===== src/rtl/uart_tx_scheduler.sv =====
// Round-robin scheduler sharing one UART transmitter among NREQ byte requesters.
// Sequences grant -> start pulse -> wait for done/timeout and keeps sticky status flags.
module uart_tx_scheduler #(
  parameter int NREQ    = 4,
  parameter int TIMEOUT = 20000,
  parameter int CW      = 15
) (
  input  logic              clk,
  input  logic              rst,
  input  logic [NREQ-1:0]   req_valid,
  input  logic [8*NREQ-1:0] req_data,
  output logic [NREQ-1:0]   req_ready,
  output logic              tx_start,
  output logic [7:0]        tx_data,
  input  logic              tx_busy,
  input  logic              tx_done,
  output logic [NREQ-1:0]   flag_done,
  output logic [NREQ-1:0]   flag_err,
  input  logic [NREQ-1:0]   flag_clr,
  output logic              sched_busy
);

  localparam int GW = (NREQ > 1) ? $clog2(NREQ) : 1;
  localparam logic [NREQ-1:0] ONE = {{(NREQ-1){1'b0}}, 1'b1};

  typedef enum logic [1:0] {
    S_IDLE,
    S_START,
    S_WAIT
  } state_t;

  state_t          state_q, state_d;
  logic [GW-1:0]   grant_q, grant_d;
  logic [GW-1:0]   last_grant_q, last_grant_d;
  logic [CW-1:0]   cnt_q, cnt_d;
  logic [7:0]      tx_data_q, tx_data_d;
  logic [NREQ-1:0] req_ready_q, req_ready_d;
  logic            tx_start_q, tx_start_d;
  logic [NREQ-1:0] flag_done_q, flag_done_d;
  logic [NREQ-1:0] flag_err_q, flag_err_d;
  logic [NREQ-1:0] set_done, set_err;

  // Round-robin pick: lowest valid index above last_grant, else lowest valid index.
  logic            hi_found, lo_found, pick_found;
  logic [GW-1:0]   hi_idx, lo_idx, pick_idx;
  logic [7:0]      hi_data, lo_data, pick_data;

  always_comb begin
    // NOTE: every combinational output gets a default first, so no path leaves it unassigned (no latch).
    hi_found = 1'b0;
    hi_idx   = '0;
    hi_data  = '0;
    lo_found = 1'b0;
    lo_idx   = '0;
    lo_data  = '0;
    // Descending scan so the last hit written is the lowest qualifying index.
    for (int i = NREQ - 1; i >= 0; i--) begin
      if (req_valid[i]) begin
        lo_found = 1'b1;
        lo_idx   = GW'(i);
        lo_data  = req_data[8*i +: 8];
        if (GW'(i) > last_grant_q) begin
          hi_found = 1'b1;
          hi_idx   = GW'(i);
          hi_data  = req_data[8*i +: 8];
        end
      end
    end
    pick_found = hi_found | lo_found;
    pick_idx   = hi_found ? hi_idx  : lo_idx;
    pick_data  = hi_found ? hi_data : lo_data;
  end

  always_comb begin
    state_d      = state_q;
    grant_d      = grant_q;
    last_grant_d = last_grant_q;
    cnt_d        = cnt_q;
    tx_data_d    = tx_data_q;
    req_ready_d  = '0;
    tx_start_d   = 1'b0;
    set_done     = '0;
    set_err      = '0;

    unique case (state_q)
      S_IDLE: begin
        if (!tx_busy && pick_found) begin
          tx_data_d   = pick_data;
          grant_d     = pick_idx;
          state_d     = S_START;
          // Registered pulses line up with the START cycle itself.
          tx_start_d  = 1'b1;
          req_ready_d = ONE << pick_idx;
        end
      end
      S_START: begin
        cnt_d   = '0;
        state_d = S_WAIT;
      end
      S_WAIT: begin
        cnt_d = cnt_q + CW'(1);
        if (tx_done) begin
          set_done     = ONE << grant_q;
          last_grant_d = grant_q;
          state_d      = S_IDLE;
        end else if (cnt_q == CW'(TIMEOUT - 1)) begin
          set_err      = ONE << grant_q;
          last_grant_d = grant_q;
          state_d      = S_IDLE;
        end
      end
      default: state_d = S_IDLE;
    endcase

    // A set on the same cycle beats a host clear of the same bit.
    flag_done_d = (flag_done_q & ~flag_clr) | set_done;
    flag_err_d  = (flag_err_q  & ~flag_clr) | set_err;
  end

  always_ff @(posedge clk) begin
    // NOTE: sequential state uses non-blocking assignments so every flop samples pre-edge values.
    if (rst) begin
      state_q      <= S_IDLE;
      grant_q      <= '0;
      last_grant_q <= GW'(NREQ - 1);
      cnt_q        <= '0;
      tx_data_q    <= '0;
      req_ready_q  <= '0;
      tx_start_q   <= 1'b0;
      flag_done_q  <= '0;
      flag_err_q   <= '0;
    end else begin
      state_q      <= state_d;
      grant_q      <= grant_d;
      last_grant_q <= last_grant_d;
      cnt_q        <= cnt_d;
      tx_data_q    <= tx_data_d;
      req_ready_q  <= req_ready_d;
      tx_start_q   <= tx_start_d;
      flag_done_q  <= flag_done_d;
      flag_err_q   <= flag_err_d;
    end
  end

  assign req_ready  = req_ready_q;
  assign tx_start   = tx_start_q;
  assign tx_data    = tx_data_q;
  assign flag_done  = flag_done_q;
  assign flag_err   = flag_err_q;
  assign sched_busy = (state_q != S_IDLE);

endmodule


===== config.mk =====
export PLATFORM = sky130hd
export DESIGN_NAME = uart_tx_scheduler
export DESIGN_NICKNAME = d
export VERILOG_FILES = /design/src/rtl/uart_tx_scheduler.sv
export SDC_FILE = /design/constraint.sdc
export NUM_CORES = 1
export LEC_CHECK = 0
export CORE_MARGIN = 2
export CORE_UTILIZATION = 44
export CTS_BUF_LIST = sky130_fd_sc_hd__clkbuf_8
export DETAILED_ROUTE_END_ITERATION = 16
export GPL_ROUTABILITY_DRIVEN = 0
export PLACE_DENSITY = 0.78
export SLEW_MARGIN = 20
export SYNTH_ARGS = -nofsm -noshare
export SYNTH_HDL_FRONTEND = slang
export SYNTH_SLANG_ARGS = --single-unit

===== constraint.sdc =====
create_clock -name clk -period 1.6 [get_ports clk]
set_input_delay 0.16 -clock clk [delete_from_list [all_inputs] [get_ports clk]]
set_output_delay 0.16 -clock clk [all_outputs]
set_load 0.02 [all_outputs]

==> flow_metrics.tcl <==
set metrics [dict create \
    run_status "complete, but fails checks" \
    violations "setup timing" \
    final_cell_mix "clkdlybuf4s50_1, buf_4, nor2_1" \
    wl_per_cell_um 14.35 \
    die_h_um 75.29 \
    antenna_found_initial 0 \
    synth-edff-count 0 \
    top_usage_layer "met2" \
    required_ns 1.83 \
    post-route-drc-count 0 \
    first_global_vias 2358 \
    cts.sinks 42 \
    worst-path-max-fanout 4 \
    dieWidth_um 75.29 \
    hold_class "reg -> reg" \
    ir_worst_vdd_mv 0.5721 \
    yosys_warnings 0 \
    cts_max_level 2 \
    syn_area_mm2 0.002236 \
    overflow 0 \
    routed_wl_um 6343 \
    hpwl_um 5041 \
    whs_ns 0.4667 \
    fp.dieArea_mm2 0.005668 \
    r2r-start "cnt_q[8]$_SDFFE_PP0P_" \
    layout_commonest_cell "clkdlybuf4s50_1" \
    end_kind "flip-flop" \
    cts_tree "done" \
    dpl_cell_area_mm2 0.003286 \
    cts_buffers 5 \
    worst-endpoint-arrival_ns 1.95 \
    setup_tns_ns -0.6324 \
    syn_area_per_cell_um2 8.251 \
    grt_use_met2_pct 41.93 \
    io_pins 66 \
    min_period_over_period_pct 107.0 \
    finalMaxSlewViolations 0 \
    fin_ws_ns -0.1125 \
    slew-limit-headroom_pct 77.37 \
    drv_cap 0 \
    grt.met3_usage_pct 4.953 \
    r2r_cells 5 \
    fin_area_mm2 0.003431 \
    whs_path_depth 2 \
    worst_clock_skew_ns 0.006285 \
    path_clk_slew_ns 0.08 \
    worstMarginPinSlew_ns 0.3348 \
    rows 25 \
    grt_usage_pct 24.10 \
    start_util_pct 46.42 \
    design.core.area_mm2 0.004817 \
    grt_max_degree 16 \
    drive_gt1_share_pct 20.27 \
    firstDrtPassIters 4 \
    ys_seq_elements 42 \
    route.vias.total 2378 \
    leakage_uw 0.001403 \
    syn_inst 271 \
    drt-initial-drc-count 106 \
    diodes 0 \
    setup_viol 8 \
    area_growth_pct 53.44 \
    seq_area_frac_synth_pct 37.60 \
    grt_first_pass_wirelength_um 10400 \
    hold_viol_final 0 \
    numPortBuffers 65 \
    fmax_ghz 0.5840 \
    synth_cell_types 43 \
    power_density_mw_per_mm2 838.4 \
    via_per_inst 5.380 \
    start_kind "flip-flop" \
    crit_start "cnt_q[8]$_SDFFE_PP0P_" \
    rsz0062_at_grt "true" \
    ant_nets 0 \
    ys.flop_type "dfxtp_1" \
    root_buffer "clkbuf_8" \
    finalCriticalPeriod_ns 1.712 \
    syn_nets 320 \
    insertion_delay_ns 0.30 \
    crit_type "reg -> reg" \
    cts_buffer_depth 2 \
    synth-async-reset-ratio_pct 0 \
    min_from "flag_done[3]$_SDFF_PP0_" \
    final_nets 424 \
    met1_usage_pct 28.37 \
]
==> sequential cells by signal, summed over array words and instances, names as in the netlist <==
signal and cells:
flag_err 4, grant_q 2, last_grant_q 2, req_ready 4, cnt_q 15, tx_start 1
flag_done 4, tx_data 8, state_q 2
==> per-stage QoR <==
step	power [uW]	cells	utilization (%)	setup slack, ns
floorplan	1693	271	-	0.002226
global placement	2188	434	68.21	-0.1648
detailed placement	2214	434	68.21	-0.2281
CTS	2872	441	70.10	-0.1433
global route	3033	442	71.22	-0.2566
finish	2877	442	71.22	-0.1125
==> final cells by class <==
cell class | count | area [um^2]
Tap cell | 67 | 83.83
Clock buffer | 5 | 68.82
Fill cell | 403 | 1386
Sequential cell | 42 | 845.8
Timing Repair Buffer | 112 | 1030
Multi-Input combinational cell | 202 | 1348
Clock inverter | 2 | 10.01
Inverter | 12 | 45.04
==> power by group <==
group          total [uW]  leakage (uW)  switching [uW]  internal [uW]
Sequential           1190      0.000342            57.8           1130
Clock                 640     0.0000438             347            293
Combinational        1050       0.00102             494            551
==> timing repair <==
action | 4_1_cts | 5_1_grt
pin swaps | 3 | 10
gates resized for setup | 3 | 13
setup buffers | 0 | 1
setup endpoints to repair | 10 | 26
hold buffers | 0 | 0
==> worst max-delay path: stages, from the launching register on <==
cell and delay [ns]:
dfxtp_2 0.32, or4b_4 0.54, nor4_4 0.21, nor3b_4 0.32
a32oi_1 0.14, nor2_1 0.10
==> metal layers <==
layer	routed length, um	vias up
met1	2713	1123
li1	-	1182
met2	3221	59
met3	260	14
met5	0	-
met4	148	0
==> path summary, 6_finish.rpt <==
kind,slack (ns),end
min,0.47,flag_done[3]$_SDFF_PP0_
max,-0.11,flag_err[3]$_SDFF_PP0_
min reg2reg,0.47,flag_done[3]$_SDFF_PP0_
max reg2reg,-0.11,flag_err[3]$_SDFF_PP0_
==> logic make-up (layout without fill, tap and decap cells) <==
family	after synthesis	count (layout)	synth area share, %
and+or+nand+nor	117	117	26.53
AOI/OAI and AO/OA	63	63	21.21
DFF	42	42	37.61
buffers and inverters	27	131	4.981
xor gates and xnor gates	13	13	5.092
adders and majority gates	5	5	2.798
muxes	4	4	1.791
==> synth_stat cells, types with 2 or more instances <==
library cell	count	share of area (%)
o2111ai_1	8	3.1
a21oi_1	6	1.3
mux2i_1	4	1.8
xor2_1	9	3.5
nand4_1	5	1.4
ha_1	5	2.8
nand3_1	6	1.3
nand2_1	35	5.9
a22oi_1	3	1.0
a311oi_1	8	3.1
nor2b_1	3	0.84
a211o_1	2	0.78
xnor2_1	4	1.6
o21ai_0	10	2.2
clkbuf_1	10	1.7
a211oi_1	2	0.67
nor3_1	4	0.90
and3_1	2	0.56
buf_2	2	0.45
buf_1	2	0.34
nand2b_1	9	2.5
nor2_1	41	6.9
a32oi_1	11	4.3
o211ai_1	8	2.7
or3_1	2	0.56
dfxtp_1	42	38
inv_1	12	2.0
(Power assumes the default switching activity.)
